--- src/rtl/im_boot_loader.sv ---
// ============================================================================
// im_boot_loader : byte-stream loader for the instruction memory; holds the
// CPU in reset until the whole image has been written.     Revision 1.0
// ============================================================================
`default_nettype none

module im_boot_loader #(
  parameter int ADDR_W    = 8,
  parameter int MAX_WORDS = 256
) (
  input  logic              clk,
  input  logic              rst,
  input  logic              start_i,
  input  logic              in_valid_i,
  input  logic [7:0]        in_data_i,
  output logic              in_ready_o,
  output logic              im_we_o,
  output logic [ADDR_W-1:0] im_addr_o,
  output logic [15:0]       im_wdata_o,
  output logic              cpu_hold_o,
  output logic              load_done_o,
  output logic              err_len_o
);

  typedef enum logic [2:0] {
    S_IDLE   = 3'd0,
    S_LEN_HI = 3'd1,
    S_LEN_LO = 3'd2,
    S_DAT_HI = 3'd3,
    S_DAT_LO = 3'd4,
    S_WRITE  = 3'd5,
    S_DONE   = 3'd6,
    S_ERR    = 3'd7
  } state_t;

  localparam logic [16:0] C_MAX_WORDS = 17'(MAX_WORDS);

  state_t              state_q;
  logic [15:0]         len_q;
  logic [15:0]         idx_q;
  logic [7:0]          hi_q;
  logic                in_ready_q;
  logic                im_we_q;
  logic [ADDR_W-1:0]   im_addr_q;
  logic [15:0]         im_wdata_q;
  logic                cpu_hold_q;
  logic                load_done_q;
  logic                err_len_q;

  logic                w_xfer;
  logic [15:0]         w_len;

  assign w_xfer = in_valid_i & in_ready_q;
  assign w_len  = {len_q[15:8], in_data_i};

  always_ff @(posedge clk) begin
    if (rst) begin
      state_q     <= S_IDLE;
      len_q       <= 16'd0;
      idx_q       <= 16'd0;
      hi_q        <= 8'd0;
      in_ready_q  <= 1'b0;
      im_we_q     <= 1'b0;
      im_addr_q   <= '0;
      im_wdata_q  <= 16'd0;
      cpu_hold_q  <= 1'b1;
      load_done_q <= 1'b0;
      err_len_q   <= 1'b0;
    end else begin
      im_we_q <= 1'b0;
      case (state_q)
        S_IDLE, S_DONE, S_ERR: begin
          if (start_i) begin
            state_q     <= S_LEN_HI;
            in_ready_q  <= 1'b1;
            cpu_hold_q  <= 1'b1;
            load_done_q <= 1'b0;
            err_len_q   <= 1'b0;
            idx_q       <= 16'd0;
          end
        end
        S_LEN_HI: begin
          if (w_xfer) begin
            len_q[15:8] <= in_data_i;
            state_q     <= S_LEN_LO;
          end
        end
        S_LEN_LO: begin
          if (w_xfer) begin
            len_q <= w_len;
            if (w_len == 16'd0) begin
              state_q     <= S_DONE;
              in_ready_q  <= 1'b0;
              cpu_hold_q  <= 1'b0;
              load_done_q <= 1'b1;
            end else if ({1'b0, w_len} > C_MAX_WORDS) begin
              state_q    <= S_ERR;
              in_ready_q <= 1'b0;
              err_len_q  <= 1'b1;
            end else begin
              state_q <= S_DAT_HI;
            end
          end
        end
        S_DAT_HI: begin
          if (w_xfer) begin
            hi_q    <= in_data_i;
            state_q <= S_DAT_LO;
          end
        end
        S_DAT_LO: begin
          // Write strobe and payload are launched here so they are live during WRITE.
          if (w_xfer) begin
            state_q    <= S_WRITE;
            in_ready_q <= 1'b0;
            im_we_q    <= 1'b1;
            im_addr_q  <= idx_q[ADDR_W-1:0];
            im_wdata_q <= {hi_q, in_data_i};
          end
        end
        S_WRITE: begin
          idx_q <= idx_q + 16'd1;
          if (idx_q + 16'd1 == len_q) begin
            state_q     <= S_DONE;
            cpu_hold_q  <= 1'b0;
            load_done_q <= 1'b1;
          end else begin
            state_q    <= S_DAT_HI;
            in_ready_q <= 1'b1;
          end
        end
        default: state_q <= S_IDLE;
      endcase
    end
  end

  assign in_ready_o  = in_ready_q;
  assign im_we_o     = im_we_q;
  assign im_addr_o   = im_addr_q;
  assign im_wdata_o  = im_wdata_q;
  assign cpu_hold_o  = cpu_hold_q;
  assign load_done_o = load_done_q;
  assign err_len_o   = err_len_q;

endmodule

`default_nettype wire

--- config.mk ---
export PLATFORM = sky130hd
export DESIGN_NAME = im_boot_loader
export DESIGN_NICKNAME = d
export VERILOG_FILES = /design/src/rtl/im_boot_loader.sv
export SDC_FILE = /design/constraint.sdc
export NUM_CORES = 1
export LEC_CHECK = 0
export CORE_MARGIN = 5
export CORE_UTILIZATION = 25
export DETAILED_ROUTE_END_ITERATION = 6
export SLEW_MARGIN = 20
export SYNTH_ARGS = -nofsm -noshare
export SYNTH_HDL_FRONTEND = slang
export SYNTH_SLANG_ARGS = --single-unit
export TNS_END_PERCENT = 10
--- constraint.sdc ---
create_clock -name clk -period 3.4 [get_ports clk]
set_input_delay 0.51 -clock clk [delete_from_list [all_inputs] [get_ports clk]]
set_output_delay 0.51 -clock clk [all_outputs]
set_load 0.05 [all_outputs]
* Word level (Yosys, flattened, before mapping) *
Index checks and enable logic that the tools add are counted.
W data, S select, Z words.

storage, ports and cells
  logic and storage cells = 87
  flip-flop bits (word level) = 72
  output and inout port bits = 29

cells by class
  bitwise operators = 3
  multiplexer cells = 34
  add/subtract/negate cells = 1
  reductions and logical operators = 17
  order comparisons = 1
  equality and inequality tests = 19

operators by type and width
  kind                     count
  $pmux W16 S2             1
  $mux W3                  8
  $ne A2 B2 Y1 const B     10
  $pmux W3 S6              1
  $mux W1                  17
  $add A16 B1 Y16 const B  1
  $eq A16 B16 Y1           1
  $gt A16 B9 Y1 const B    1
  $logic_not A16 Y1        1
  $mux W16                 1
  $pmux W8 S2              1
  $reduce_and A5 Y1        3
  $eq A3 B3 Y1 const B     4
  $mux W8                  1
  $reduce_and A2 Y1        4
  $eq A3 B2 Y1 const B     2
  $pmux W1 S3              2
  $reduce_and A6 Y1        1
  $pmux W1 S4              1
  $reduce_bool A2 Y1       2
  $reduce_bool A4 Y1       1
  $eq A3 B1 Y1 const B     1
  $logic_not A3 Y1         1
  $ne A3 B3 Y1 const B     1
  other kinds (7)          8

* Longest topological paths before layout *
Gate-level depths: netlist (run 1).

  depth in word-level cells = 5
  gate-level depth with buffers = 9
  gate-level depth less buffers = 8

* Worst setup path after synthesis (run 1) *
No wires, ideal clock.

  path kind = reg2reg
  start point = reg idx_q[1]
  end point = reg cpu_hold_q, in the netlist cpu_hold_o
  required time = 3258 ps
  cell stages (with the launch flop) = 9
  setup slack = 1195 ps
  setup time = 142 ps
  data arrival time = 2063 ps
  cell sequence = dfxtp_1 ha_1 nand3_1 nor2_4 nor4b_4 xnor2_1 o2111ai_1 nor4_4 o221ai_1

between the ends
  cells in the longest elaborated chain, start to end = 4

ends and longest elaborated chain
  item                         line  RTL
  start, declared              40    logic [15:0] idx_q;
  start signal, assigned       122   idx_q <= idx_q + 16'd1;
  $add A16 B1 Y16              123   if (idx_q + 16'd1 == len_q) begin
  $eq A16 B16 Y1               123
  $ne A2 B2 Y1 (no line)       -
  $reduce_and A5 Y1 (no line)  -
  end signal, assigned         76    cpu_hold_q <= 1'b1;
  end signal, assigned         94    cpu_hold_q <= 1'b0;
  end signal, assigned         125   cpu_hold_q <= 1'b0;
  end, declared                46    logic cpu_hold_q;

Every way passes these cells.
A chain may end at the register's enable or synchronous reset.

* Worst setup path after layout (run 1) *
  start point = reg idx_q[0]
  end point = reg cpu_hold_q, in the netlist cpu_hold_o

The elaborated chain is that of the path after synthesis.

==> impl_metrics.env, run 1 <==
export IMPL_status="finished clean"
export IMPL_cts_buffers=9
export IMPL_synth_cells=443
export IMPL_synth_area_leaders="dfxtp_1 (39%), nand2_1 (6.9%), a21oi_1 (6.8%)"
export IMPL_initialDrtViolationCount=269
export IMPL_ant_nets=0
export IMPL_grt_overflow=0
export IMPL_syn_num_nets=457
export IMPL_post_place_ws_ns=0.661
export IMPL_drive_gt1_frac=0.0882
export IMPL_detail_route_first_pass_iterations=5
export IMPL_fmax_ghz=0.374
export IMPL_die_h_um=131
export IMPL_ys_flop_type="dfxtp_1"
export IMPL_initial_core_util=0.254
export IMPL_cp_arrival_ns=2.86
export IMPL_setup_tns_ns=0
export IMPL_use_met3=0.0363
export IMPL_synth_edf_count=0
export IMPL_grt_max_degree=49
export IMPL_clkLatencyLatePin_ns=0.33
export IMPL_ys_seq_area_frac=0.393
export IMPL_met2_usage=0.169
export IMPL_numPortBuffers=40
export IMPL_path_cells="ha_1, nand3_1, nor2_4, nor4b_4, xnor2_1, o2111ai_1, nor4_4, o221ai_1"
export IMPL_hold_path_class="register to register"
export IMPL_mostFrequentLayoutCells="dfxtp_1 (72), nand2_1 (67), nor2_1 (51), a21oi_1 (50), clkdlybuf4s50_1 (39)"
export IMPL_max_cap_violations=0
export IMPL_avgViaCountPerCell=4.90
export IMPL_hold_viol=0
export IMPL_min_period_ns=2.67
export IMPL_avgSynthCellArea_um2=8.29
export IMPL_placed_cell_area_um2=4190
export IMPL_crit_type="register to register"
export IMPL_cp_slowest_cell="dfxtp_1"
export IMPL_power_density_nw_per_um2=524
export IMPL_antenna_found_initial=0
export IMPL_setup_viol=0
export IMPL_core_area_um2=14500
export IMPL_setup_slack_ns=0.726
export IMPL_drcViolationCount=0
export IMPL_critPathMaxFanout=8
export IMPL_worstPathRequired_ns=3.58
export IMPL_synth_distinct_cells=59
export IMPL_htree_levels=3
export IMPL_use_met1=0.150
export IMPL_seq_area_um2=1440
export IMPL_fillers=1511
export IMPL_grt_pass1_vias=3150
export IMPL_rsz0062_at_grt="false"
export IMPL_cts_root_buffer="clkbuf_16"
export IMPL_cts_hold_buf=0
export IMPL_ys_seq_elements=72
export IMPL_fin_crit_sh=0.787
export IMPL_top_usage_layer="met2"
export IMPL_post_cts_resized=0
export IMPL_post_cts_buffers=0
export IMPL_p_leak_nw=1.59
export IMPL_dp_hpwl_um=6700
export IMPL_nNetsFinal=485
export IMPL_clkSinkCount=72
export IMPL_gp_congestion=0.879
export IMPL_async_reset_ff_frac=0
export IMPL_grt_pass1_wl_um=16000
export IMPL_fp_dieArea_um2=17200
export IMPL_core_rowCount=44
export IMPL_path_buf_inv=0
export IMPL_track_usage=0.110
export IMPL_pin_count=41
export IMPL_dp_cells=644
export IMPL_mostFrequentLayoutCell="dfxtp_1"
export IMPL_wire_per_inst_um=14.4
export IMPL_wirelength_um=9530
export IMPL_synth_top_cell_area_share=0.393
export IMPL_ir_drop_uv=329
export IMPL_critical_path_top_delay_family="simple AND/OR/NAND/NOR gates"
export IMPL_multiInputGateArea_um2=2050
export IMPL_path_clk_slew_ns=0.06
export IMPL_cts_path_max_buffers=2
export IMPL_max_slew_worst_pin_slew_ns=0.920
export IMPL_crit_path_start_kind="register"
export IMPL_skew_ns=0.00562
export IMPL_crit_path_end_kind="register"
export IMPL_antenna_diode_count=0
export IMPL_relSlewSlack=0.387
export IMPL_syn_cell_area_um2=3670
export IMPL_area_growth_pct=22.7
export IMPL_finalMaxSlewViolations=0
export IMPL_layout_cells_non_filler=660
export IMPL_die_width_um=131
export IMPL_ff2ff_setup_slack_ns=0.73
export IMPL_yosys_warnings=0
export IMPL_vias=3232
export IMPL_final_area_um2=4500
export IMPL_synth_area_leader_cell="dfxtp_1"
export IMPL_cts_tree="built"
export IMPL_cpPeakStageDelay_ns=0.46
[cells in the mapped netlist, types with 4 or more instances]
cell type  instances
a211oi_1           4
a21o_1             4
a21oi_1           50
and3_1             4
buf_2              6
clkbuf_1          17
clkbuf_8           4
dfxtp_1           72
inv_1              4
mux2i_1           25
nand2_1           67
nand3_1           15
nand3b_1           5
nand4_1            4
nor2_1            51
nor3_1             6
o21ai_0           18
or3_1              5
xnor2_1           15
xor2_1             7
[worst register-to-register path: stages, from the launching register on]
cell	delay, ns
dfxtp_1	0.46
ha_1	0.33
nand3_1	0.26
nor2_4	0.24
nor4b_4	0.29
xnor2_1	0.16
o2111ai_1	0.19
nor4_4	0.40
o221ai_1	0.19
[final cells by class]
cell class,count,area share
Timing Repair Buffer,47,0.0995
Clock inverter,5,0.0139
Inverter,5,0.00417
Sequential cell,72,0.320
Multi-Input combinational cell,336,0.455
Clock buffer,11,0.0561
Tap cell,184,0.0511
[cell families after synthesis]
logic type	Yosys count	synth area share
buf+inv	35	0.0504
compound gates	106	0.175
xor+xnor	22	0.0525
flops	72	0.393
fa+ha+maj	2	0.00682
simple gates	181	0.254
mux	25	0.0682
[layer usage]
metal	vias to the layer above	wire, um
met5	-	0
met3	16	535
met1	1504	4610
met2	101	4250
met4	0	136
li1	1611	-
[sequential cells by signal, indices dropped and copies added (netlist names), 3 cells and up]
signal      flops
idx_q          16
im_wdata_o     16
len_q          16
hi_q            8
im_addr_o       8
state_q         3
[where the power goes]
group,total (W),switching [W],internal (W)
clock,0.000971,0.000360,0.000611
sequential,0.000934,0.0000582,0.000876
combinational,0.000455,0.000283,0.000172
total,0.00236,0.000701,0.00166
[path summary, 6_finish.rpt]
kind                   from  cells after the start        endpoint
min reg2reg  im_wdata_o[13]                      2  im_wdata_o[13]
max reg2reg        idx_q[0]                      8      cpu_hold_o
min          im_wdata_o[13]                      2  im_wdata_o[13]
max                idx_q[0]                      8      cpu_hold_o
[metrics by stage]
step	utilization	total power [W]	hold WS, ns
floorplan	-	0.00128	0.431
global placement	0.289	0.00140	0.444
detailed placement	0.289	0.00140	0.450
CTS	0.311	0.00239	0.458
global route	0.311	0.00247	0.483
finish	0.311	0.00236	0.456
(Power assumes the default switching activity.)
==> run 2: changes to the inputs <==
- clock period: 3.4 -> 2.55 ns (I/O delays scaled with it)
==> run 2 against run 1 <==
Clock power increased by 31%; critical endpoint is now in_ready_o; sequential share of layout area decreased by 0.98 points; cell count increased by 2.9%; sequential cell count unchanged; die area unchanged; largest cell class unchanged.
==> impl_metrics.env, run 2 (synthesis results as in run 1) <==
export IMPL_crit_path_start_kind="register"
export IMPL_wire_per_inst_um=14.1
export IMPL_path_clk_slew_ns=0.06
export IMPL_cts_tree="built"
export IMPL_seq_area_um2=1440
export IMPL_cpPeakStageDelay_ns=0.40
export IMPL_cts_hold_buf=0
export IMPL_avgViaCountPerCell=4.81
export IMPL_rsz0062_at_grt="false"
export IMPL_gp_congestion=0.894
export IMPL_numPortBuffers=40
export IMPL_die_width_um=131
export IMPL_swShare=0.305
export IMPL_pin_count=41
export IMPL_power_density_nw_per_um2=678
export IMPL_hold_depth=2
export IMPL_grt_pass1_wl_um=15900
export IMPL_cp_slowest_cell="dfxtp_1"
export IMPL_cts_root_buffer="clkbuf_16"
export IMPL_relSlewSlack=0.574
export IMPL_grt_max_degree=53
export IMPL_grt_pass1_vias=3089
export IMPL_hold_viol=0
export IMPL_fin_crit_sh=0.944
export IMPL_finalMaxSlewViolations=0
export IMPL_clkLatencyLatePin_ns=0.33
export IMPL_antenna_found_initial=0
export IMPL_path_cells="ha_1, xor2_1, a211oi_1, o221ai_1, a311oi_1, nand4_1, nor4_4, buf_4, a21oi_2"
export IMPL_fillers=1512
export IMPL_setup_viol=0
export IMPL_critical_path_top_delay_family="compound AO/OA/AOI/OAI gates"
export IMPL_holdPathEnd="im_wdata_o[11]"
export IMPL_r2r_start="idx_q[1]"
export IMPL_status="finished clean"
export IMPL_ir_drop_uv=314
export IMPL_clock_power_share=0.403
export IMPL_final_area_um2=4650
export IMPL_rr_worst_depth=9
export IMPL_crit_type="register to register"
export IMPL_ff2ff_setup_slack_ns=0.14
export IMPL_core_area_um2=14500
export IMPL_post_cts_resized=0
export IMPL_setup_slack_ns=0.144
export IMPL_post_route_util=0.321
export IMPL_clkSinkCount=72
export IMPL_dp_cells=662
export IMPL_min_from="hi_q[3]"
export IMPL_cts_buffers=9
export IMPL_max_slew_worst_pin_slew_ns=0.637
export IMPL_area_growth_pct=26.6
export IMPL_p_comb_frac=0.201
export IMPL_fmax_ghz=0.416
export IMPL_min_period_ns=2.41
export IMPL_skew_ns=0.00757
export IMPL_detail_route_first_pass_iterations=4
export IMPL_drcViolationCount=0
export IMPL_seq_power_share=0.396
export IMPL_die_h_um=131
export IMPL_ant_nets=0
export IMPL_wirelength_um=9570
export IMPL_path_buf_inv=1
export IMPL_initialDrtViolationCount=305
export IMPL_multiInputGateArea_um2=2050
export IMPL_htree_levels=3
export IMPL_p_leak_nw=1.68
export IMPL_placed_cell_area_um2=4340
export IMPL_worstPathRequired_ns=2.77
export IMPL_layout_cells_non_filler=679
export IMPL_intPower_w=0.00219
export IMPL_dp_hpwl_um=6950
export IMPL_drive_gt1_frac=0.123
export IMPL_nNetsFinal=504
export IMPL_r2r_end="in_ready_o"
export IMPL_mostFrequentLayoutCells="dfxtp_1 (72), nand2_1 (67), nor2_1 (51), a21oi_1 (50), clkdlybuf4s50_1 (39)"
export IMPL_p_switching_w=0.000960
export IMPL_critPathMaxFanout=6
export IMPL_mostFrequentLayoutCell="dfxtp_1"
export IMPL_core_rowCount=44
export IMPL_post_place_ws_ns=-0.0901
export IMPL_antenna_diode_count=0
export IMPL_grt_overflow=0
export IMPL_fp_dieArea_um2=17200
export IMPL_vias=3265
export IMPL_cts_path_max_buffers=2
export IMPL_hold_path_class="register to register"
export IMPL_setup_tns_ns=0
export IMPL_cp_arrival_ns=2.63
export IMPL_max_cap_violations=0
export IMPL_track_usage=0.109
export IMPL_initial_core_util=0.254
export IMPL_crit_path_end_kind="register"
==> run 2: cell count changes in the layout (fill, tap and decap cells not counted), sizes merged <==
cell	before	now
buf	8	27
clkbuf	11	9
inv	6	8
clkinv	1	2
clkinvlp	2	1
==> run 2: what timing repair did <==
| action | in CTS | in global routing |
|---|---|---|
| setup buffers | 0 | 1 |
| hold endpoints to repair | 0 | 0 |
| endpoints found under the setup margin | 0 | 1 |
==> run 2: power groups by stage <==
stage	clock network, W	registers [W]	logic, W
after global routing	0.00136	0.00126	0.000694
final	0.00127	0.00125	0.000633
after floorplan	0	0.00129	0.000418
after detailed placement	0	0.00127	0.000633
after global placement	0	0.00127	0.000630
after CTS	0.00130	0.00125	0.000637
==> run 2: cell type report <==
class / count / share of cell area
clock buffer: 9 / 0.0485
clock inverter: 7 / 0.0167
inverter: 5 / 0.00404
multi-input combinational: 336 / 0.441
sequential: 72 / 0.310
tap: 184 / 0.0496
timing repair buffer: 66 / 0.130
==> run 2: metal layers <==
layer / wire length [um] / up-vias / track usage / part of all wire
met5: 0 / - / 0 / 0
met3: 343 / 5 / 0.0264 / 0.036
met1: 4660 / 1548 / 0.150 / 0.49
li1: - / 1652 / - / -
met4: 68 / 0 / 0.0231 / 0.0071
met2: 4500 / 60 / 0.175 / 0.47
==> run 2: worst reg2reg max path, stage by stage, from the launching register on <==
cell      delay (ns)
dfxtp_1         0.40
ha_1            0.28
xor2_1          0.15
a211oi_1        0.21
o221ai_1        0.15
a311oi_1        0.27
nand4_1         0.21
nor4_4          0.39
buf_4           0.18
a21oi_2         0.04
==> run 2: worst max-delay path by stage <==
stage	end	start	slack (ns)	cells past startpoint
global placement	load_done_o	in_data_i[1]	-0.04	10
floorplan	cpu_hold_o	idx_q[1]	0.34	8
finish	in_ready_o	idx_q[1]	0.14	9
detailed placement	load_done_o	in_data_i[1]	-0.09	10
CTS	cpu_hold_o	idx_q[1]	0.08	8
global route	in_ready_o	idx_q[1]	0.007	9
==> run 2: stage by stage <==
stage	power [W]	hold slack, ns
after CTS	0.00319	0.456
after global placement	0.00190	0.446
final	0.00315	0.451
after global routing	0.00331	0.470
after floorplan	0.00171	0.431
after detailed placement	0.00191	0.446
==> run 3: changes to the inputs <==
- clock period: 2.55 -> 2.9 ns (I/O delays scaled with it)
==> run 3 against run 2 <==
Core utilization is 0.99 points lower; first-iteration DRC count decreased by 16%; non-clock buffer count shrank 16; global-route usage barely moved; clock power fell by 17%; via count shrank 1.6%; setup slack improved by 0.14 ns; power shrank 14%; die area unchanged; combinational power down 14%; routed wire length is 0.70% lower; critical path type unchanged; largest cell class unchanged; largest power group is now registers; highest routed layer unchanged.
==> impl_metrics.env, run 3 (synthesis results as in run 1) <==
export IMPL_crit_path_start_kind="register"
export IMPL_grt_pass1_wl_um=15900
export IMPL_worstPathRequired_ns=3.09
export IMPL_avgViaCountPerCell=4.85
export IMPL_initial_core_util=0.254
export IMPL_cts_hold_buf=0
export IMPL_cp_arrival_ns=2.81
export IMPL_vias=3214
export IMPL_fin_crit_sh=0.901
export IMPL_antenna_diode_count=0
export IMPL_numPortBuffers=40
export IMPL_pin_count=41
export IMPL_crit_path_end_kind="register"
export IMPL_htree_levels=3
export IMPL_r2r_start="idx_q[0]"
export IMPL_drive_gt1_frac=0.0939
export IMPL_min_period_ns=2.61
export IMPL_placed_cell_area_um2=4210
export IMPL_fmax_ghz=0.383
export IMPL_min_from="hi_q[0]"
export IMPL_cts_buffers=9
export IMPL_die_width_um=131
export IMPL_critPathMaxFanout=8
export IMPL_track_usage=0.110
export IMPL_path_cells="ha_1, nand3_1, nor2_4, nor4b_4, xnor2_1, o2111ai_1, nor4_4, o221ai_1"
export IMPL_clock_power_share=0.393
export IMPL_skew_ns=0.00430
export IMPL_core_rowCount=44
export IMPL_rsz0062_at_grt="false"
export IMPL_intPower_w=0.00187
export IMPL_cp_slowest_cell="dfxtp_1"
export IMPL_relSlewSlack=0.598
export IMPL_crit_type="register to register"
export IMPL_seq_area_um2=1440
export IMPL_critical_path_top_delay_family="simple AND/OR/NAND/NOR gates"
export IMPL_swShare=0.307
export IMPL_power_density_nw_per_um2=600
export IMPL_gp_congestion=0.863
export IMPL_startpoint="idx_q[0]"
export IMPL_wirelength_met1_um=4630
export IMPL_ant_nets=0
export IMPL_drcViolationCount=0
export IMPL_cts_root_buffer="clkbuf_16"
export IMPL_grt_overflow=0
export IMPL_wire_per_inst_um=14.3
export IMPL_detail_route_first_pass_iterations=4
export IMPL_max_cap_violations=0
export IMPL_top_layer_used="met4"
export IMPL_hold_viol=0
export IMPL_cts_tree="built"
export IMPL_post_cts_resized=0
export IMPL_ir_drop_uv=276
export IMPL_wl_met3_um=516
export IMPL_finalMaxSlewViolations=0
export IMPL_multiInputGateArea_um2=2050
export IMPL_grt_pass1_vias=3123
export IMPL_met2_length_um=4250
export IMPL_hold_path_class="register to register"
export IMPL_nNetsFinal=488
export IMPL_mostFrequentLayoutCells="dfxtp_1 (72), nand2_1 (67), nor2_1 (51), a21oi_1 (50), clkdlybuf4s50_1 (39)"
export IMPL_cts_path_max_buffers=2
export IMPL_p_leak_nw=1.60
export IMPL_core_area_um2=14500
export IMPL_fillers=1490
export IMPL_seq_power_share=0.405
export IMPL_fp_dieArea_um2=17200
export IMPL_clkLatencyLatePin_ns=0.33
export IMPL_mostFrequentLayoutCell="dfxtp_1"
export IMPL_p_comb_frac=0.201
export IMPL_post_cts_buffers=0
export IMPL_path_clk_slew_ns=0.06
export IMPL_setup_viol=0
export IMPL_wirelength_um=9510
export IMPL_area_growth_pct=22.6
export IMPL_cpPeakStageDelay_ns=0.47
export IMPL_die_h_um=131
export IMPL_status="finished clean"
export IMPL_p_switching_w=0.000829
export IMPL_antenna_found_initial=0
export IMPL_max_slew_worst_pin_slew_ns=0.603
export IMPL_final_area_um2=4500
export IMPL_path_buf_inv=0
export IMPL_initialDrtViolationCount=255
export IMPL_clkSinkCount=72
export IMPL_dp_hpwl_um=6700
export IMPL_grt_max_degree=29
export IMPL_setup_tns_ns=0
run 3: per-stage QoR:
stage / utilization / setup WS (ns) / total power, W / instances / hold slack [ns]
2_1_floorplan: - / 0.695 / 0.00150 / 443 / 0.431
3_3_place_gp: 0.291 / 0.339 / 0.00166 / 647 / 0.443
3_5_place_dp: 0.291 / 0.284 / 0.00165 / 647 / 0.447
4_1_cts: 0.311 / 0.264 / 0.00272 / 663 / 0.458
5_1_grt: 0.311 / 0.0170 / 0.00283 / 663 / 0.478
6_report: 0.311 / 0.286 / 0.00270 / 663 / 0.455
run 3: final timing paths:
kind | endpoint | slack [ns] | depth (start not counted)
worst min-delay path | im_wdata_o[8] | 0.46 | 2
worst max register to register | cpu_hold_o | 0.29 | 8
worst min register to register | im_wdata_o[8] | 0.46 | 2
worst max-delay path | cpu_hold_o | 0.29 | 8
run 3: layer usage:
layer  global-route usage  vias to the layer above
li1                     -                     1613
met1                0.154                     1505
met2                0.168                       83
met3               0.0260                       13
met4               0.0312                        0
met5                    0                        -
run 3: worst min-delay path, cell delays in order (launching register included):
cell and delay (ns):
dfxtp_1 0.31, nand2_1 0.05, a21oi_1 0.05
run 3: cell type report:
| cell class | instances | share of cell area |
|---|---|---|
| tap | 184 | 0.0511 |
| clock buffer | 11 | 0.0561 |
| inverter | 5 | 0.00417 |
| multi-input combinational | 336 | 0.455 |
| sequential | 72 | 0.320 |
| timing repair buffer | 50 | 0.105 |
| clock inverter | 5 | 0.00862 |
run 3: power groups by stage:
stage	registers, W	clock network (W)	logic, W
2_1_floorplan	0.00114	0	0.000368
3_3_place_gp	0.00112	0	0.000542
3_5_place_dp	0.00112	0	0.000539
4_1_cts	0.00109	0.00108	0.000541
5_1_grt	0.00110	0.00113	0.000597
6_report	0.00109	0.00106	0.000544
